--- src/rtl/pktc_pkg.sv ---
// rtl/pktc_pkg.sv - shared types and constants for the packet FIFO controller
package pktc_pkg;

    localparam int PKTC_AWIDTH = 10;
    localparam int DROP_W      = 16;

    typedef logic [PKTC_AWIDTH:0] pktc_ptr_t;

    typedef enum logic [1:0] {
        W_IDLE,
        W_PKT,
        W_DROP
    } wstate_t;

    typedef enum logic {
        R_IDLE,
        R_PKT
    } rstate_t;

endpackage

--- src/rtl/pktc_len_fifo.sv ---
// rtl/pktc_len_fifo.sv - first-word-fall-through FIFO of committed packet lengths
module pktc_len_fifo #(
    parameter int WIDTH = 11,
    parameter int AW    = 4
) (
    input  logic             clk,
    input  logic             rst,
    input  logic             push,
    input  logic [WIDTH-1:0] din,
    input  logic             pop,
    output logic [WIDTH-1:0] dout,
    output logic             full,
    output logic             empty
);

    localparam int DEPTH = 1 << AW;

    logic [WIDTH-1:0] mem [DEPTH];
    logic [AW:0]      wp;
    logic [AW:0]      rp;

    always_ff @(posedge clk or posedge rst) begin
        if (rst) begin
            wp <= '0;
            rp <= '0;
        end else begin
            if (push && !full) begin
                wp <= wp + 1'b1;
            end
            if (pop && !empty) begin
                rp <= rp + 1'b1;
            end
        end
    end

    always_ff @(posedge clk) begin
        if (push && !full) begin
            mem[wp[AW-1:0]] <= din;
        end
    end

    assign dout  = mem[rp[AW-1:0]];
    assign empty = (wp == rp);
    assign full  = (wp[AW] != rp[AW]) && (wp[AW-1:0] == rp[AW-1:0]);

endmodule

--- src/rtl/pktc_fifo_ctrl.sv ---
// rtl/pktc_fifo_ctrl.sv - store-and-forward packet FIFO controller for the MAC tx data memory
module pktc_fifo_ctrl
    import pktc_pkg::*;
#(
    parameter int DWIDTH  = 32,
    parameter int AWIDTH  = 10,
    parameter int LAWIDTH = 4
) (
    input  logic               clk,
    input  logic               rst,
    input  logic               in_valid,
    output logic               in_ready,
    input  logic [DWIDTH-1:0]  in_data,
    input  logic               in_sop,
    input  logic               in_eop,
    input  logic               in_err,
    output logic               out_valid,
    input  logic               out_ready,
    output logic [DWIDTH-1:0]  out_data,
    output logic               out_sop,
    output logic               out_eop,
    output logic [AWIDTH-1:0]  mem_waddr,
    output logic [AWIDTH-1:0]  mem_raddr,
    output logic [DWIDTH-1:0]  mem_wdata,
    output logic               mem_write,
    input  logic [DWIDTH-1:0]  mem_rdata,
    output logic [LAWIDTH:0]   pkt_count,
    output logic [DROP_W-1:0]  drop_count,
    output logic [AWIDTH:0]    free_words
);

    localparam logic [AWIDTH:0] CAP  = {1'b1, {AWIDTH{1'b0}}};
    localparam logic [AWIDTH:0] PONE = {{AWIDTH{1'b0}}, 1'b1};

    wstate_t wstate, wstate_n;
    rstate_t rstate, rstate_n;

    logic [AWIDTH:0]   wr_ptr, wr_ptr_n;
    logic [AWIDTH:0]   wr_commit, wr_commit_n;
    logic [AWIDTH:0]   len, len_n;
    logic [AWIDTH:0]   rd_ptr;
    logic [AWIDTH:0]   rem;
    logic              first;
    logic [DROP_W-1:0] drop_cnt;
    logic [DROP_W:0]   drop_sum;
    logic [1:0]        drops;
    logic [LAWIDTH:0]  pkt_cnt;

    logic              fire;
    logic              restart;
    logic              overflow;
    logic              start;
    logic              push;
    logic [AWIDTH:0]   push_len;
    logic              pop;
    logic              xfer;
    logic              eop_xfer;
    logic              lf_full;
    logic              lf_empty;
    logic [AWIDTH:0]   lf_dout;

    assign free_words = CAP - (wr_ptr - rd_ptr);
    assign in_ready   = (wstate == W_DROP) | ((free_words != '0) & ~lf_full);
    assign fire       = in_valid & in_ready;
    assign mem_write  = fire & (wstate != W_DROP) & ((wstate == W_PKT) | in_sop);
    assign restart    = (wstate == W_PKT) & in_sop;
    assign overflow   = (free_words == '0) & (wr_commit == rd_ptr);

    // A mid-packet sop abandons the partial packet, so its word lands at the commit point.
    assign mem_waddr  = restart ? wr_commit[AWIDTH-1:0] : wr_ptr[AWIDTH-1:0];
    assign mem_raddr  = rd_ptr[AWIDTH-1:0];
    assign mem_wdata  = in_data;
    assign out_data   = mem_rdata;
    assign pkt_count  = pkt_cnt;
    assign drop_count = drop_cnt;

    always_comb begin
        wstate_n    = wstate;
        wr_ptr_n    = wr_ptr;
        wr_commit_n = wr_commit;
        len_n       = len;
        drops       = 2'd0;
        start       = 1'b0;
        push        = 1'b0;
        push_len    = len + 1'b1;
        case (wstate)
            W_IDLE: begin
                if (fire && in_sop) begin
                    start = 1'b1;
                end
            end
            W_PKT: begin
                if (overflow) begin
                    wr_ptr_n = wr_commit;
                    drops    = 2'd1;
                    wstate_n = W_DROP;
                end else if (fire) begin
                    if (in_sop) begin
                        drops = 2'd1;
                        start = 1'b1;
                    end else if (in_eop && in_err) begin
                        wr_ptr_n = wr_commit;
                        drops    = 2'd1;
                        wstate_n = W_IDLE;
                    end else if (in_eop) begin
                        wr_ptr_n    = wr_ptr + 1'b1;
                        wr_commit_n = wr_ptr + 1'b1;
                        push        = 1'b1;
                        wstate_n    = W_IDLE;
                    end else begin
                        wr_ptr_n = wr_ptr + 1'b1;
                        len_n    = len + 1'b1;
                    end
                end
            end
            W_DROP: begin
                if (fire && in_eop) begin
                    wstate_n = W_IDLE;
                end
            end
            default: wstate_n = W_IDLE;
        endcase

        // Every packet starts at the commit point (equal to wr_ptr whenever idle).
        if (start) begin
            if (in_eop && in_err) begin
                wr_ptr_n = wr_commit;
                drops    = drops + 2'd1;
                wstate_n = W_IDLE;
            end else if (in_eop) begin
                wr_ptr_n    = wr_commit + 1'b1;
                wr_commit_n = wr_commit + 1'b1;
                push        = 1'b1;
                push_len    = PONE;
                wstate_n    = W_IDLE;
            end else begin
                wr_ptr_n = wr_commit + 1'b1;
                len_n    = PONE;
                wstate_n = W_PKT;
            end
        end
    end

    assign drop_sum = {1'b0, drop_cnt} + {{(DROP_W - 1){1'b0}}, drops};

    always_ff @(posedge clk or posedge rst) begin
        if (rst) begin
            wstate    <= W_IDLE;
            wr_ptr    <= '0;
            wr_commit <= '0;
            len       <= '0;
            drop_cnt  <= '0;
        end else begin
            wstate    <= wstate_n;
            wr_ptr    <= wr_ptr_n;
            wr_commit <= wr_commit_n;
            len       <= len_n;
            drop_cnt  <= drop_sum[DROP_W] ? {DROP_W{1'b1}} : drop_sum[DROP_W-1:0];
        end
    end

    always_comb begin
        rstate_n  = rstate;
        pop       = 1'b0;
        out_valid = 1'b0;
        out_sop   = 1'b0;
        out_eop   = 1'b0;
        xfer      = 1'b0;
        case (rstate)
            R_IDLE: begin
                if (!lf_empty) begin
                    pop      = 1'b1;
                    rstate_n = R_PKT;
                end
            end
            R_PKT: begin
                out_valid = 1'b1;
                out_sop   = first;
                out_eop   = (rem == PONE);
                xfer      = out_ready;
                if (out_ready && (rem == PONE)) begin
                    rstate_n = R_IDLE;
                end
            end
            default: rstate_n = R_IDLE;
        endcase
    end

    assign eop_xfer = xfer & out_eop;

    always_ff @(posedge clk or posedge rst) begin
        if (rst) begin
            rstate  <= R_IDLE;
            rd_ptr  <= '0;
            rem     <= '0;
            first   <= 1'b0;
            pkt_cnt <= '0;
        end else begin
            rstate <= rstate_n;
            if (pop) begin
                rem   <= lf_dout;
                first <= 1'b1;
            end else if (xfer) begin
                rem   <= rem - 1'b1;
                first <= 1'b0;
            end
            if (xfer) begin
                rd_ptr <= rd_ptr + 1'b1;
            end
            case ({push, eop_xfer})
                2'b10:   pkt_cnt <= pkt_cnt + 1'b1;
                2'b01:   pkt_cnt <= pkt_cnt - 1'b1;
                default: pkt_cnt <= pkt_cnt;
            endcase
        end
    end

    pktc_len_fifo #(
        .WIDTH (AWIDTH + 1),
        .AW    (LAWIDTH)
    ) u_len_fifo (
        .clk   (clk),
        .rst   (rst),
        .push  (push),
        .din   (push_len),
        .pop   (pop),
        .dout  (lf_dout),
        .full  (lf_full),
        .empty (lf_empty)
    );

endmodule

--- config.mk ---
export PLATFORM = sky130hd
export DESIGN_NAME = pktc_fifo_ctrl
export DESIGN_NICKNAME = d
export VERILOG_FILES = /design/src/rtl/pktc_pkg.sv /design/src/rtl/pktc_len_fifo.sv /design/src/rtl/pktc_fifo_ctrl.sv
export SDC_FILE = /design/constraint.sdc
export NUM_CORES = 1
export LEC_CHECK = 0
export BUFFER_PORTS_ARGS = -buffer_cell sky130_fd_sc_hd__buf_2
export CAP_MARGIN = 10
export CORE_UTILIZATION = 61
export CTS_BUF_LIST = sky130_fd_sc_hd__clkbuf_4
export DETAILED_ROUTE_END_ITERATION = 8
export PLACE_DENSITY = 0.9
export SLEW_MARGIN = 10
export SYNTH_ARGS = -nofsm -noshare
export SYNTH_HDL_FRONTEND = slang
export SYNTH_SLANG_ARGS = --single-unit
--- constraint.sdc ---
create_clock -name clk -period 8.5 [get_ports clk]
set_input_delay 0.425 -clock clk [delete_from_list [all_inputs] [get_ports clk]]
set_output_delay 0.425 -clock clk [all_outputs]
set_load 0.05 [all_outputs]
Word level (Yosys, flattened, before mapping)
Memories as Yosys holds them, arrays and structs flattened.
Cells that the tools add are included.
{ "word_totals": {"ram_bits": 176, "n_memories": 1, "ff_bits": 90, "rom_bits": 0, "elab_cells": 147, "latch_bits": 0} }
{ "classes": {"n_shift": 0, "n_bitwise": 11, "n_mux": 76, "n_eq_ne": 16, "order_cmp": 0, "n_div": 0, "n_mul": 0, "reduce_logical": 18, "n_addsub": 13} }
{ "mem_list": {"columns": ["name", "words", "width", "read_ports", "rd_ports_with_merged_regs", "wr", "line", "text"], "rows": [
  ["u_len_fifo.mem", 16, 11, 1, 0, 1, "pktc_len_fifo.sv:18", "logic [WIDTH-1:0] mem [DEPTH];"]
]} }
{ "ops": {"columns": ["op", "count"], "rows": [
  ["11-bit two-way mux", 30],
  ["11-bit by 1-bit adder with 11-bit output (second input constant)", 4],
  ["1-bit two-way mux", 31],
  ["2-bit two-way mux", 9],
  ["16-bit by 2-bit adder with 17-bit output", 1],
  ["16-bit two-way mux", 1],
  ["5-bit by 1-bit adder with 5-bit output (second input constant)", 3],
  ["11-bit by 1-bit equality test with 1-bit output (second input constant)", 1],
  ["11-bit equality test", 1],
  ["11-bit zero test", 1],
  ["11-bit nonzero test", 1],
  ["11-bit by 1-bit subtractor with 11-bit output (second input constant)", 1],
  ["11-bit subtractor", 1],
  ["11-bit subtractor (first input constant)", 1],
  ["10-bit two-way mux", 1],
  ["5-bit one-hot mux with 2 select lines", 1],
  ["4-bit != test (second input constant)", 2],
  ["1-bit bitwise AND", 7],
  ["1-bit logical AND", 7],
  ["2-bit one-hot mux with 3 select lines", 1],
  ["2-bit nonzero test", 3],
  ["5-bit equality test", 1],
  ["5-bit by 4-bit != test with 1-bit output (second input constant)", 1],
  ["5-bit AND reduction", 1],
  ["other kinds (16)", 23]
]} }

Logic depth before layout (Yosys ltp)
{ "logic_depth": {"ltp_word": 15, "ltp_mapped": 25} }

Cells and area by module
A second synthesis with hierarchy kept.
{ "unflattened": {"hier_cells": 1074, "area_unflattened_um2": 13738.2} }
{ "modules_own_cells": {"columns": ["module", "area_each_um2", "cells_each", "instances"], "rows": [
  ["pktc_len_fifo", 7440.9, 350, 1],
  ["pktc_fifo_ctrl", 6297.3, 724, 1]
]} }

Least setup slack after synthesis
No wires, ideal clock.
{ "synth_timing": {"path_type": "register to register", "from": "register wr_ptr[6]", "to": "register drop_cnt[11] (netlist: drop_count[11])", "path_stages_with_launch": 24, "period_less_slack_ps": 5672, "arrival_time_ps": 5602, "required_ps": 8430, "setup_slack_ps": 2828, "setup_ps": 70, "cell_sequence": "dfrtp_1 > clkbuf_1 > inv_1 > ha_1 > ha_1 > and3_1 > a211oi_2 > xnor2_1 > nor3_4 > and2_1 > buf_4 > o22ai_2 > a21bo_1 > ha_1 > mux2_2 > ha_1 > inv_1 > fa_1 > nand2b_1 > nor2_1 > nand2_1 > or3_1 > clkbuf_1 > nand3_1"} }
{ "synth_via": {"elab_chain_len": 14, "word_cells_on_any_way": 21} }
{ "synth_rtl": {"columns": ["element", "line", "text"], "rows": [
  ["start: declaration", "pktc_fifo_ctrl.sv:38", "logic [AWIDTH:0] wr_ptr, wr_ptr_n;"],
  ["start signal: assignment", "pktc_fifo_ctrl.sv:155", "wr_ptr <= wr_ptr_n;"],
  ["11-bit subtractor (*) (2 in series)", "pktc_fifo_ctrl.sv:62", "assign free_words = CAP - (wr_ptr - rd_ptr);"],
  ["via free_words[7]", "pktc_fifo_ctrl.sv:29", "output logic [AWIDTH:0] free_words"],
  ["11-bit nonzero test (*)", "pktc_fifo_ctrl.sv:63", "assign in_ready = (wstate == W_DROP) | ((free_words != '0) & ~lf_full);"],
  ["1-bit bitwise AND (*)", "pktc_fifo_ctrl.sv:63", null],
  ["1-bit bitwise OR (*)", "pktc_fifo_ctrl.sv:63", null],
  ["via in_ready", "pktc_fifo_ctrl.sv:12", "output logic in_ready,"],
  ["1-bit bitwise AND (*)", "pktc_fifo_ctrl.sv:64", "assign fire = in_valid & in_ready;"],
  ["1-bit two-way mux", "pktc_fifo_ctrl.sv:97", "end else if (fire) begin"],
  ["1-bit two-way mux", "pktc_fifo_ctrl.sv:93", "if (overflow) begin"],
  ["1-bit two-way mux", "pktc_fifo_ctrl.sv:86", "case (wstate)"],
  ["2-bit by 1-bit adder with 2-bit output", "pktc_fifo_ctrl.sv:128", "drops = drops + 2'd1;"],
  ["2-bit two-way mux", "pktc_fifo_ctrl.sv:126", "if (in_eop && in_err) begin"],
  ["2-bit two-way mux (*)", "pktc_fifo_ctrl.sv:125", "if (start) begin"],
  ["16-bit by 2-bit adder with 17-bit output (*)", "pktc_fifo_ctrl.sv:144", "assign drop_sum = {1'b0, drop_cnt} + {{(DROP_W - 1){1'b0}}, drops};"],
  ["16-bit two-way mux (*)", "pktc_fifo_ctrl.sv:158", "drop_cnt <= drop_sum[DROP_W] ? {DROP_W{1'b1}} : drop_sum[DROP_W-1:0];"],
  ["end signal: assignment", "pktc_fifo_ctrl.sv:158", null],
  ["end: declaration", "pktc_fifo_ctrl.sv:44", "logic [DROP_W-1:0] drop_cnt;"]
]} }
Mark *: on every way through the listed nets, which the timed path passes. The rest lies on a longest branch.
A chain may end at the register's enable or synchronous reset.

Worst setup path in the final report
{ "layout_timing": {"from": "register wr_ptr[1]", "to": "register drop_cnt[6] (netlist: drop_count[6])"} }
{ "layout_via": {"elab_chain_len": 14, "word_cells_on_any_way": 21} }
{ "layout_rtl": {"columns": ["element", "line"], "rows": [
  ["11-bit subtractor (*) (2 in series)", "pktc_fifo_ctrl.sv:62"],
  ["11-bit nonzero test", "pktc_fifo_ctrl.sv:63"],
  ["1-bit bitwise AND", "pktc_fifo_ctrl.sv:63"],
  ["1-bit bitwise OR", "pktc_fifo_ctrl.sv:63"],
  ["1-bit bitwise AND", "pktc_fifo_ctrl.sv:64"],
  ["1-bit two-way mux", "pktc_fifo_ctrl.sv:97"],
  ["1-bit two-way mux", "pktc_fifo_ctrl.sv:93"],
  ["1-bit two-way mux", "pktc_fifo_ctrl.sv:86"],
  ["2-bit by 1-bit adder with 2-bit output", "pktc_fifo_ctrl.sv:128"],
  ["2-bit two-way mux", "pktc_fifo_ctrl.sv:126"],
  ["2-bit two-way mux (*)", "pktc_fifo_ctrl.sv:125"],
  ["16-bit by 2-bit adder with 17-bit output (*)", "pktc_fifo_ctrl.sv:144"],
  ["16-bit two-way mux (*)", "pktc_fifo_ctrl.sv:158"]
]} }
Mark *: on every way between the ends. The rest lies on a longest branch, timed or not.

==> impl_metrics.env <==
export IMPL_crit_type="register to register"
export IMPL_dr_pass1_iters=6
export IMPL_p_sw_frac=0.413
export IMPL_grt_pass1_vias=8671
export IMPL_final_setup_viol_count=0
export IMPL_worstRegToRegCells=21
export IMPL_endpoint_kind="register"
export IMPL_synth_cell_type_count=72
export IMPL_grt_max_degree=77
export IMPL_final_hold_violation_count=0
export IMPL_cts_setup_buffers=0
export IMPL_first_iter_violations=1026
export IMPL_ant_nets=0
export IMPL_grt_pass1_wl_um=49800
export IMPL_synth_top_area_share=0.393
export IMPL_p_total_mw=4.33
export IMPL_p_int_mw=2.54
export IMPL_tightestPinTransition_ns=1.26
export IMPL_clock_path_buffers=3
export IMPL_cts_buffers=68
export IMPL_start_util=0.630
export IMPL_avgRoutedWirePerCell_um=23.6
export IMPL_avgSynthCellArea_um2=12.8
export IMPL_start_kind="register"
export IMPL_dpl_hpwl_um=22700
export IMPL_fillers=1417
export IMPL_cp_cell_sequence="inv_1, ha_1, ha_1, fa_1, xnor2_1, nor4b_1, o21ai_0, a2111oi_0, o2111ai_1, or2_2, a21bo_1, ha_1, mux2_2, ha_1, inv_1, fa_1, nand2b_1, nor2_1, nand2_1, or3_1, o21ai_0"
export IMPL_crit_slowest_cell="or3_1"
export IMPL_routed_via_density=6.32
export IMPL_period_minus_slack_ns=5.75
export IMPL_power_switching_mw=1.79
export IMPL_core_area_um2=21400
export IMPL_max_cap_viol_count=0
export IMPL_cts_root_buf="clkbuf_4"
export IMPL_async_flop_share=0.338
export IMPL_critPathMaxFanout=13
export IMPL_area_delta_synth_final_pct=6.84
export IMPL_cts_htree_levels=3
export IMPL_grt_usage=0.304
export IMPL_fmax_mhz=174
export IMPL_synth_seq_area_share=0.560
export IMPL_setup_tns_final_ns=0
export IMPL_ys_ff_latch=266
export IMPL_drive_gt1_frac=0.238
export IMPL_clkSinkCount=266
export IMPL_reg2reg_to="drop_count[6]"
export IMPL_rsz0062_at_grt="no"
export IMPL_insertion_delay_ns=0.71
export IMPL_power_density_nw_per_um2=301
export IMPL_synth_ff_type="edfxtp_1"
export IMPL_vdd_ir_drop_max_mv=0.329
export IMPL_die_w_um=151
export IMPL_cts_resized_gates=0
export IMPL_pwr_share_clk=0.248
export IMPL_critPathMaxStageDelay_ns=0.56
export IMPL_max_slew_margin=0.156
export IMPL_antenna_found_initial=1
export IMPL_clk_pin_slew_ns=0.08
export IMPL_yosys_warnings=0
export IMPL_finalMaxSlewViolations=0
export IMPL_reg2reg_slack_ns=2.75
export IMPL_gr_total_overflow=0
export IMPL_synth_edf_count=176
export IMPL_num_rows=53
export IMPL_layout_common_cells="176 x edfxtp_1, 94 x clkbuf_4, 93 x nand2_1, 88 x dfrtp_1, 64 x nor2_1"
export IMPL_worst_path_buf_inv=2
export IMPL_yosysTopAreaCell="edfxtp_1"
export IMPL_finClkSkew_ns=0.0532
export IMPL_p_seq_frac=0.396
export IMPL_routed_wirelength_um=33300
export IMPL_hold_ws_ns=0.0650
export IMPL_min_to="len[0]"
export IMPL_port_buffers=63
export IMPL_hold_path_startpoint="in_eop"
export IMPL_io_pins=192
export IMPL_ys_top_cells_by_area="edfxtp_1 39%, dfrtp_1 17%, mux4_2 9.2%, buf_4 4.3%, xnor2_1 3.7%"
export IMPL_critPathRequiredTime_ns=9.09
export IMPL_multiInputGateArea_um2=5010
export IMPL_dieArea_um2=22700
export IMPL_status="finished clean"
export IMPL_hold_path_class="input pin to register"
export IMPL_arrival_ns=6.34
export IMPL_place_gp_congestion=0.949
export IMPL_final_period_utilization=0.676
export IMPL_finish_utilization=0.673
export IMPL_cp_common_cell="ha_1"
export IMPL_power_share_combinational=0.356
export IMPL_final_nets=1197
export IMPL_seq_area_um2=7540
export IMPL_layout_commonest_cell="edfxtp_1"
export IMPL_syn_num_nets=1163
export IMPL_synth_area_um2=13500
export IMPL_num_vias=8911
export IMPL_die_h_um=151
export IMPL_drc_errors=0
export IMPL_synthCells=1051
export IMPL_path_delay_family="simple AND/OR/NAND/NOR gates"
export IMPL_leakage_nw=5.56
export IMPL_cts_tree="built"
export IMPL_holdPathStages=2
export IMPL_r2r_start="wr_ptr[1]"
-- metrics by stage --
stage                     setup slack, ns  std cells  instance area, µm²
after floorplan                      2.83       1051               13500
after global placement               3.10       1289               13500
after detailed placement             2.86       1289               13500
after CTS                            2.83       1410               14400
after global routing                 2.41       1411               14400
final                                2.75       1411               14400
-- worst max-delay path by stage --
stage | from | to | slack (ns) | depth (start not counted)
floorplan | wr_ptr[6] | drop_count[11] | 2.83 | 23
global placement | rd_ptr[1] | drop_count[6] | 3.10 | 21
detailed placement | wr_ptr[1] | drop_count[6] | 2.86 | 22
CTS | wr_ptr[1] | drop_count[6] | 2.83 | 22
global route | wr_ptr[1] | drop_count[6] | 2.41 | 21
finish | wr_ptr[1] | drop_count[6] | 2.75 | 21
-- power groups by stage --
stage / clock, mW / sequential, mW / combinational (mW)
after floorplan: 0 / 1.73 / 1.26
after global placement: 0 / 1.72 / 1.48
after detailed placement: 0 / 1.73 / 1.51
after CTS: 1.09 / 1.71 / 1.53
after global routing: 1.16 / 1.73 / 1.65
final: 1.08 / 1.72 / 1.54
-- worst reg2reg max path: cells and delay by family, from the launching register on --
| family | cells | cell delay [ns] |
|---|---|---|
| adders and majority gates | 6 | 1.65 |
| and+or+nand+nor | 6 | 1.78 |
| AOI/OAI and AO/OA | 5 | 1.31 |
| DFF | 1 | 0.41 |
| xor gates and xnor gates | 1 | 0.22 |
| buffers and inverters | 2 | 0.15 |
| muxes | 1 | 0.13 |
-- cells in the mapped netlist, types with 7 or more instances --
cell and count:
a21o_1 9, a21oi_1 32, and2_1 7, and3_1 15, buf_2 8, buf_4 77, clkbuf_1 24, dfrtp_1 90
edfxtp_1 176, ha_1 38, inv_1 43, mux2_2 8, mux2i_1 8, mux4_2 55, nand2_1 93, nand2b_1 7
nand3_1 31, nand4_1 14, nor2_1 65, nor3_1 16, o21a_1 7, o21ai_0 42, o21ai_1 11, or3_1 7
xnor2_1 57, xor2_1 30
-- sequential cells by signal (all words and copies together), names as in the netlist --
signal / cells
rstate: 1
pkt_count: 5
len: 11
wstate: 2
drop_count: 16
u_len_fifo.mem: 176
u_len_fifo.rp: 5
rem: 11
wr_commit: 11
rd_ptr: 11
first: 1
wr_ptr: 11
u_len_fifo.wp: 5
-- what timing repair did --
action,4_1_cts,5_1_grt
hold buffers,1,0
setup endpoints to repair,0,0
endpoints found under the hold margin,14,0
-- layout make-up --
class                   instances  area share
diodes                          1    0.000174
clock buffers                  94      0.0491
clock inverters                26      0.0104
inverters                      45      0.0118
multi-input cells             623       0.349
flip-flops and latches        266       0.524
well taps                     275      0.0239
repair buffers                 81      0.0315
-- layer usage --
metal  GRT usage  up-vias  part of all wire
met5           0        -                 0
met1       0.360     4348              0.34
met4       0.228        0             0.075
met3      0.0761      158             0.096
li1            -     3880                 -
met2       0.484      525              0.49
-- kinds of logic after synthesis --
kind of cell             after synthesis  synth area share
multiplexers                          71             0.105
AND/OR/NAND/NOR                      277            0.0980
AO/OA/AOI/OAI                        146            0.0718
XOR/XNOR                              87            0.0566
adder cells (fa/ha/maj)               42            0.0405
flip-flops                           266             0.560
buffers and inverters                162            0.0682
No activity file was read; power rests on OpenSTA's default activity.
